$ cat config.mk
export PLATFORM = sky130hd
export DESIGN_NAME = interval_timer_arbiter_flat
export DESIGN_NICKNAME = d
export VERILOG_FILES = /design/src/rtl/interval_timer_arbiter_if.sv /design/src/rtl/interval_timer_arbiter.sv /design/src/flat_wrapper.sv
export SDC_FILE = /design/constraint.sdc
export NUM_CORES = 1
export LEC_CHECK = 0
export BUFFER_PORTS_ARGS = -buffer_cell sky130_fd_sc_hd__clkbuf_2
export CORE_UTILIZATION = 35
export DETAILED_ROUTE_END_ITERATION = 12
export GPL_TIMING_DRIVEN = 0
export HOLD_SLACK_MARGIN = 0.02
export PLACE_DENSITY = 0.6
export SETUP_SLACK_MARGIN = 0.2
export SLEW_MARGIN = 40
export SYNTH_ARGS = -nofsm -noshare
export SYNTH_HDL_FRONTEND = slang
export SYNTH_SLANG_ARGS = --single-unit
$ cat constraint.sdc
create_clock -name clk -period 2.8 [get_ports clk]
set_input_delay 0.14 -clock clk [delete_from_list [all_inputs] [get_ports clk]]
set_output_delay 0.14 -clock clk [all_outputs]
set_load 0.02 [all_outputs]
$ cat src/rtl/interval_timer_arbiter_if.sv
// Request/grant bundle between two interval requesters and the shared timer.
// The master side drives requests and lengths; the slave side is the arbiter.
interface interval_timer_arbiter_if #(
   parameter int unsigned WIDTH = 4
);
   logic [1:0]       req;
   logic [WIDTH-1:0] len0;
   logic [WIDTH-1:0] len1;
   logic [1:0]       grant;
   logic [1:0]       done;
   logic             busy;
   logic [WIDTH-1:0] count;

   modport master (
      output req, len0, len1,
      input  grant, done, busy, count
   );

   modport slave (
      input  req, len0, len1,
      output grant, done, busy, count
   );
endinterface

$ cat src/rtl/interval_timer_arbiter.sv
// Round-robin owner of one down-counting interval timer shared by two requesters.
// Every output is taken straight from a flop, so all outputs are registered.
module interval_timer_arbiter #(
   parameter int unsigned WIDTH = 4
) (
   input logic                   clk,
   input logic                   rst,
   interval_timer_arbiter_if.slave bus
);

   typedef enum logic [1:0] {
      IDLE = 2'd0,
      RUN  = 2'd1,
      DONE = 2'd2
   } state_t;

   state_t           state_q, state_d;
   logic [1:0]       grant_q, grant_d;
   logic [1:0]       done_q,  done_d;
   logic             busy_q,  busy_d;
   logic [WIDTH-1:0] count_q, count_d;
   logic             last_q,  last_d;

   logic             winner;
   logic             win_valid;

   // On a tie the requester that was not served last wins.
   always_comb begin
      winner    = 1'b0;
      win_valid = 1'b0;
      unique case (bus.req)
         2'b01:   begin winner = 1'b0;    win_valid = 1'b1; end
         2'b10:   begin winner = 1'b1;    win_valid = 1'b1; end
         2'b11:   begin winner = ~last_q; win_valid = 1'b1; end
         default: begin winner = 1'b0;    win_valid = 1'b0; end
      endcase
   end

   // NOTE: every variable gets a default first so no path leaves it unassigned (no latch).
   always_comb begin
      state_d = state_q;
      grant_d = grant_q;
      done_d  = 2'b00;
      count_d = count_q;
      last_d  = last_q;

      unique case (state_q)
         IDLE: begin
            grant_d = 2'b00;
            count_d = '0;
            if (win_valid) begin
               state_d = RUN;
               grant_d = winner ? 2'b10 : 2'b01;
               count_d = winner ? bus.len1 : bus.len0;
               last_d  = winner;
            end
         end
         RUN: begin
            // last_q holds the current owner for the whole interval.
            if (!bus.req[last_q]) begin
               state_d = IDLE;
               grant_d = 2'b00;
               count_d = '0;
            end else if (count_q == '0) begin
               state_d        = DONE;
               grant_d        = 2'b00;
               count_d        = '0;
               done_d[last_q] = 1'b1;
            end else begin
               count_d = count_q - WIDTH'(1);
            end
         end
         DONE: begin
            state_d = IDLE;
            grant_d = 2'b00;
            count_d = '0;
         end
         default: begin
            state_d = IDLE;
            grant_d = 2'b00;
            count_d = '0;
         end
      endcase

      busy_d = (state_d != IDLE);
   end

   // NOTE: sequential state uses non-blocking assignments so all flops update together.
   always_ff @(posedge clk or negedge rst) begin
      if (!rst) begin
         state_q <= IDLE;
         grant_q <= 2'b00;
         done_q  <= 2'b00;
         busy_q  <= 1'b0;
         count_q <= '0;
         last_q  <= 1'b1;
      end else begin
         state_q <= state_d;
         grant_q <= grant_d;
         done_q  <= done_d;
         busy_q  <= busy_d;
         count_q <= count_d;
         last_q  <= last_d;
      end
   end

   assign bus.grant = grant_q;
   assign bus.done  = done_q;
   assign bus.busy  = busy_q;
   assign bus.count = count_q;

endmodule

$ cat src/flat_wrapper.sv
// flat-port wrapper written by rule: the top's interface ports become plain ports
module interval_timer_arbiter_flat 
#(
   parameter int unsigned WIDTH = 4
)
  (clk, rst, bus_req, bus_len0, bus_len1, bus_grant, bus_done, bus_busy, bus_count);
  interval_timer_arbiter_if #(.WIDTH(WIDTH)) bus_i ();
  input logic clk;
  input logic rst;
  input wire logic [$bits(bus_i.req)-1:0] bus_req;
  input wire logic [$bits(bus_i.len0)-1:0] bus_len0;
  input wire logic [$bits(bus_i.len1)-1:0] bus_len1;
  output wire logic [$bits(bus_i.grant)-1:0] bus_grant;
  output wire logic [$bits(bus_i.done)-1:0] bus_done;
  output wire logic [$bits(bus_i.busy)-1:0] bus_busy;
  output wire logic [$bits(bus_i.count)-1:0] bus_count;
  assign bus_i.req = bus_req;
  assign bus_i.len0 = bus_len0;
  assign bus_i.len1 = bus_len1;
  assign bus_grant = bus_i.grant;
  assign bus_done = bus_i.done;
  assign bus_busy = bus_i.busy;
  assign bus_count = bus_i.count;
  interval_timer_arbiter #(.WIDTH(WIDTH)) u_core (.clk(clk), .rst(rst), .bus(bus_i));
endmodule
==> out/metrics.csv <==
stage,metric,value,unit
outcome,outcome,completed,
grt,grt_max_degree,13,
grt,antenna_found_initial,0,
cells_and_area,syn2layout_area_growth,24.6,%
synth,synth_area,614,um^2
cts,ctsHtreeMaxLevel,1,
placement,hpwl,868,um
synth,yosys.area.top_type,dfrtp_1,
synth,synth_top_area_share,44.8,%
cts,cts_tree,built,
synth,ys_seq_area_share,49.1,%
floorplan,io_pins,21,
worst_setup_path,worstPathRequired,2940,ps
worst_setup_path,critPathCaptureType,flip-flop,
route,drcViolationCount,0,
placement,port_buffers,19,
worst_hold_path,hold_class,in -> reg,
sta,period_needed,1750,ps
cts,post_cts_resized,0,
sta,drv_slew,0,
synth,synth_cells,55,
cts,clk_pin_slew,80,ps
route,wire_per_inst,12.3,um
synth,synth_fp_nets,69,
worst_setup_path,critical_path_arrival,1890,ps
power_and_ir_drop,ir_worst_vdd,0.442,mV
sta,finClkSkew,6.87,ps
sta,setup_ws,1050,ps
synth,ys_types,29,
sta,period_share,62.4,%
floorplan,start_util,39.0,%
grt,grt_pass1_vias,428,
synth,syn_area_per_cell,11.2,um^2
cells_and_area,diodes,0,
sta,worst_pin_slew,558,ps
route,drt-pass1-iter-count,6,
route,via_per_inst,5.27,
worst_setup_path,setup.worst_path.class,reg -> reg,
synth,yosys_warnings,0,
sta,hold_viol_final,0,
cts,cts_made_buffers,3,
power_and_ir_drop,cellPowerDensity,1060,nW/um^2
placement,place_ws,1020,ps
placement,dp.cells,90,
sta,slew_headroom,62.8,%
floorplan,core_area,1580,um^2
sta,max_freq,0.572,GHz
cells_and_area,finalNonFillerCells,95,
route,routed_wl,1.17,mm
cts,clk_latency,270,ps
grt,overflow,0,
cts,clockBufferDepth,2,
cells_and_area,layout-drive-gt1-share,38.0,%
synth,ys_ff_latch,12,
cells_and_area,num-nets-final,94,
cts,root_buffer,clkbuf_4,
floorplan,die_area,1930,um^2
route,vias,501,
route,final_antenna_net_count,0,
floorplan,fp-row-count,14,
floorplan,die_h,43.9,um
sta,tns,0,ps
grt,grt_usage,15.3,%
cts,cts_sinks,12,
floorplan,die_x,43.9,um
sta,rsz0062_at_grt,false,
worst_setup_path,path_max_fanout,7,
synth,synthTopCellsByArea,"dfrtp_1 (45%), a222oi_1 (4.9%), dfstp_2 (4.3%)",
route,drt-initial-drc-count,16,
placement,place_congestion,0.745,
grt,grt_pass1_wl,1.95,mm
worst_setup_path,critical_path.startpoint_type,flip-flop,
power_and_ir_drop,p_leak,0.387,nW
sta,setup_viol,0,
run,drv_cap,0,
area by class of cell:
class / instances / area, um^2
fill: 157 / 811
timing repair buffer: 20 / 105
sequential: 12 / 302
tap: 16 / 20.0
multi-input combinational: 34 / 270
clock buffer: 4 / 26.3
inverter: 6 / 22.5
buffer: 3 / 20.0
registers in the layout, indices dropped and copies added (netlist names):
signal	flops
u_core.state_q	2
u_core.bus.done	2
u_core.bus.busy	1
u_core.last_q	1
u_core.bus.count	4
u_core.bus.grant	2
path summary, 6_finish.rpt:
kind / cells after the start / endpoint / startpoint / slack [ps]
max in group asynchronous: 2 / u_core.last_q / rst / 2230
min in group asynchronous: 2 / u_core.bus.count[2] / rst / 280
worst min register to register: 1 / u_core.bus.grant[1] / u_core.bus.grant[1] / 490
worst min-delay path: 3 / u_core.bus.count[2] / bus_len1[2] / 120
worst max-delay path: 6 / u_core.bus.count[0] / u_core.bus.count[0] / 1050
worst max register to register: 6 / u_core.bus.count[0] / u_core.bus.count[0] / 1050
cells in the mapped netlist:
cell	number
inv_1	5
nor4_4	1
a31oi_1	1
nor2b_1	1
clkbuf_1	1
a21oi_1	2
buf_6	1
and2_1	1
a2111oi_2	1
dfrtp_1	11
nand2b_1	1
ha_1	2
a21o_1	1
nor3b_1	1
nand2_1	2
buf_2	1
nor3_1	3
o211a_1	1
mux2i_2	1
inv_2	1
a32oi_1	1
nor2_1	4
a222oi_1	3
dfstp_2	1
nor4b_2	1
a22o_1	1
a211oi_1	1
o21ai_0	2
xor2_1	2
layout by cell type, fill, tap and decap left out, types with 3 or more instances in the layout:
master,n
clkbuf_2,19
dfrtp_1,11
inv_1,5
nor2_1,4
a222oi_1,3
nor3_1,3
clkbuf_4,3
layer usage:
layer,track usage [%],vias to the layer above,routed length (um)
li1,-,250,-
met1,20.2,237,564
met2,20.0,10,539
met3,5.00,4,34
met4,12.7,0,31
met5,0,-,0
worst max-delay path: stages (launching register included):
cell	delay (ps)
dfrtp_1	390
inv_1	110
ha_1	150
nor3b_1	380
nor4_4	110
a222oi_1	410
nor2_1	70
power by group:
part           leakage, nW  internal (W)  switching [W]  total (W)
clock               0.0150     0.0000552      0.0000562   0.000111
combinational        0.219      0.000168       0.000248   0.000417
sequential           0.153      0.000245      0.0000413   0.000286
per-stage QoR:
stage	power, W	area (um^2)	utilization, %	hold WS [ps]
finish	0.000814	766	48.6	117
global route	0.000888	766	48.6	103
CTS	0.000826	766	48.6	104
detailed placement	0.000709	729	46.3	44.1
global placement	0.000705	729	46.3	39.9
floorplan	0.000603	614	-	-156
cells by family after synthesis:
family | synth area share (%)
buf+inv | 6.92
compound gates | 18.5
mux | 2.24
fa+ha+maj | 4.07
flops | 49.1
xor+xnor | 2.85
simple gates | 16.3
timing repair:
item / in CTS / in global routing
setup endpoints to repair: 0 / 0
setup buffers: 0 / 0
hold endpoints to repair: 12 / 0
hold buffers: 1 / 0
(Power assumes the default switching activity.)
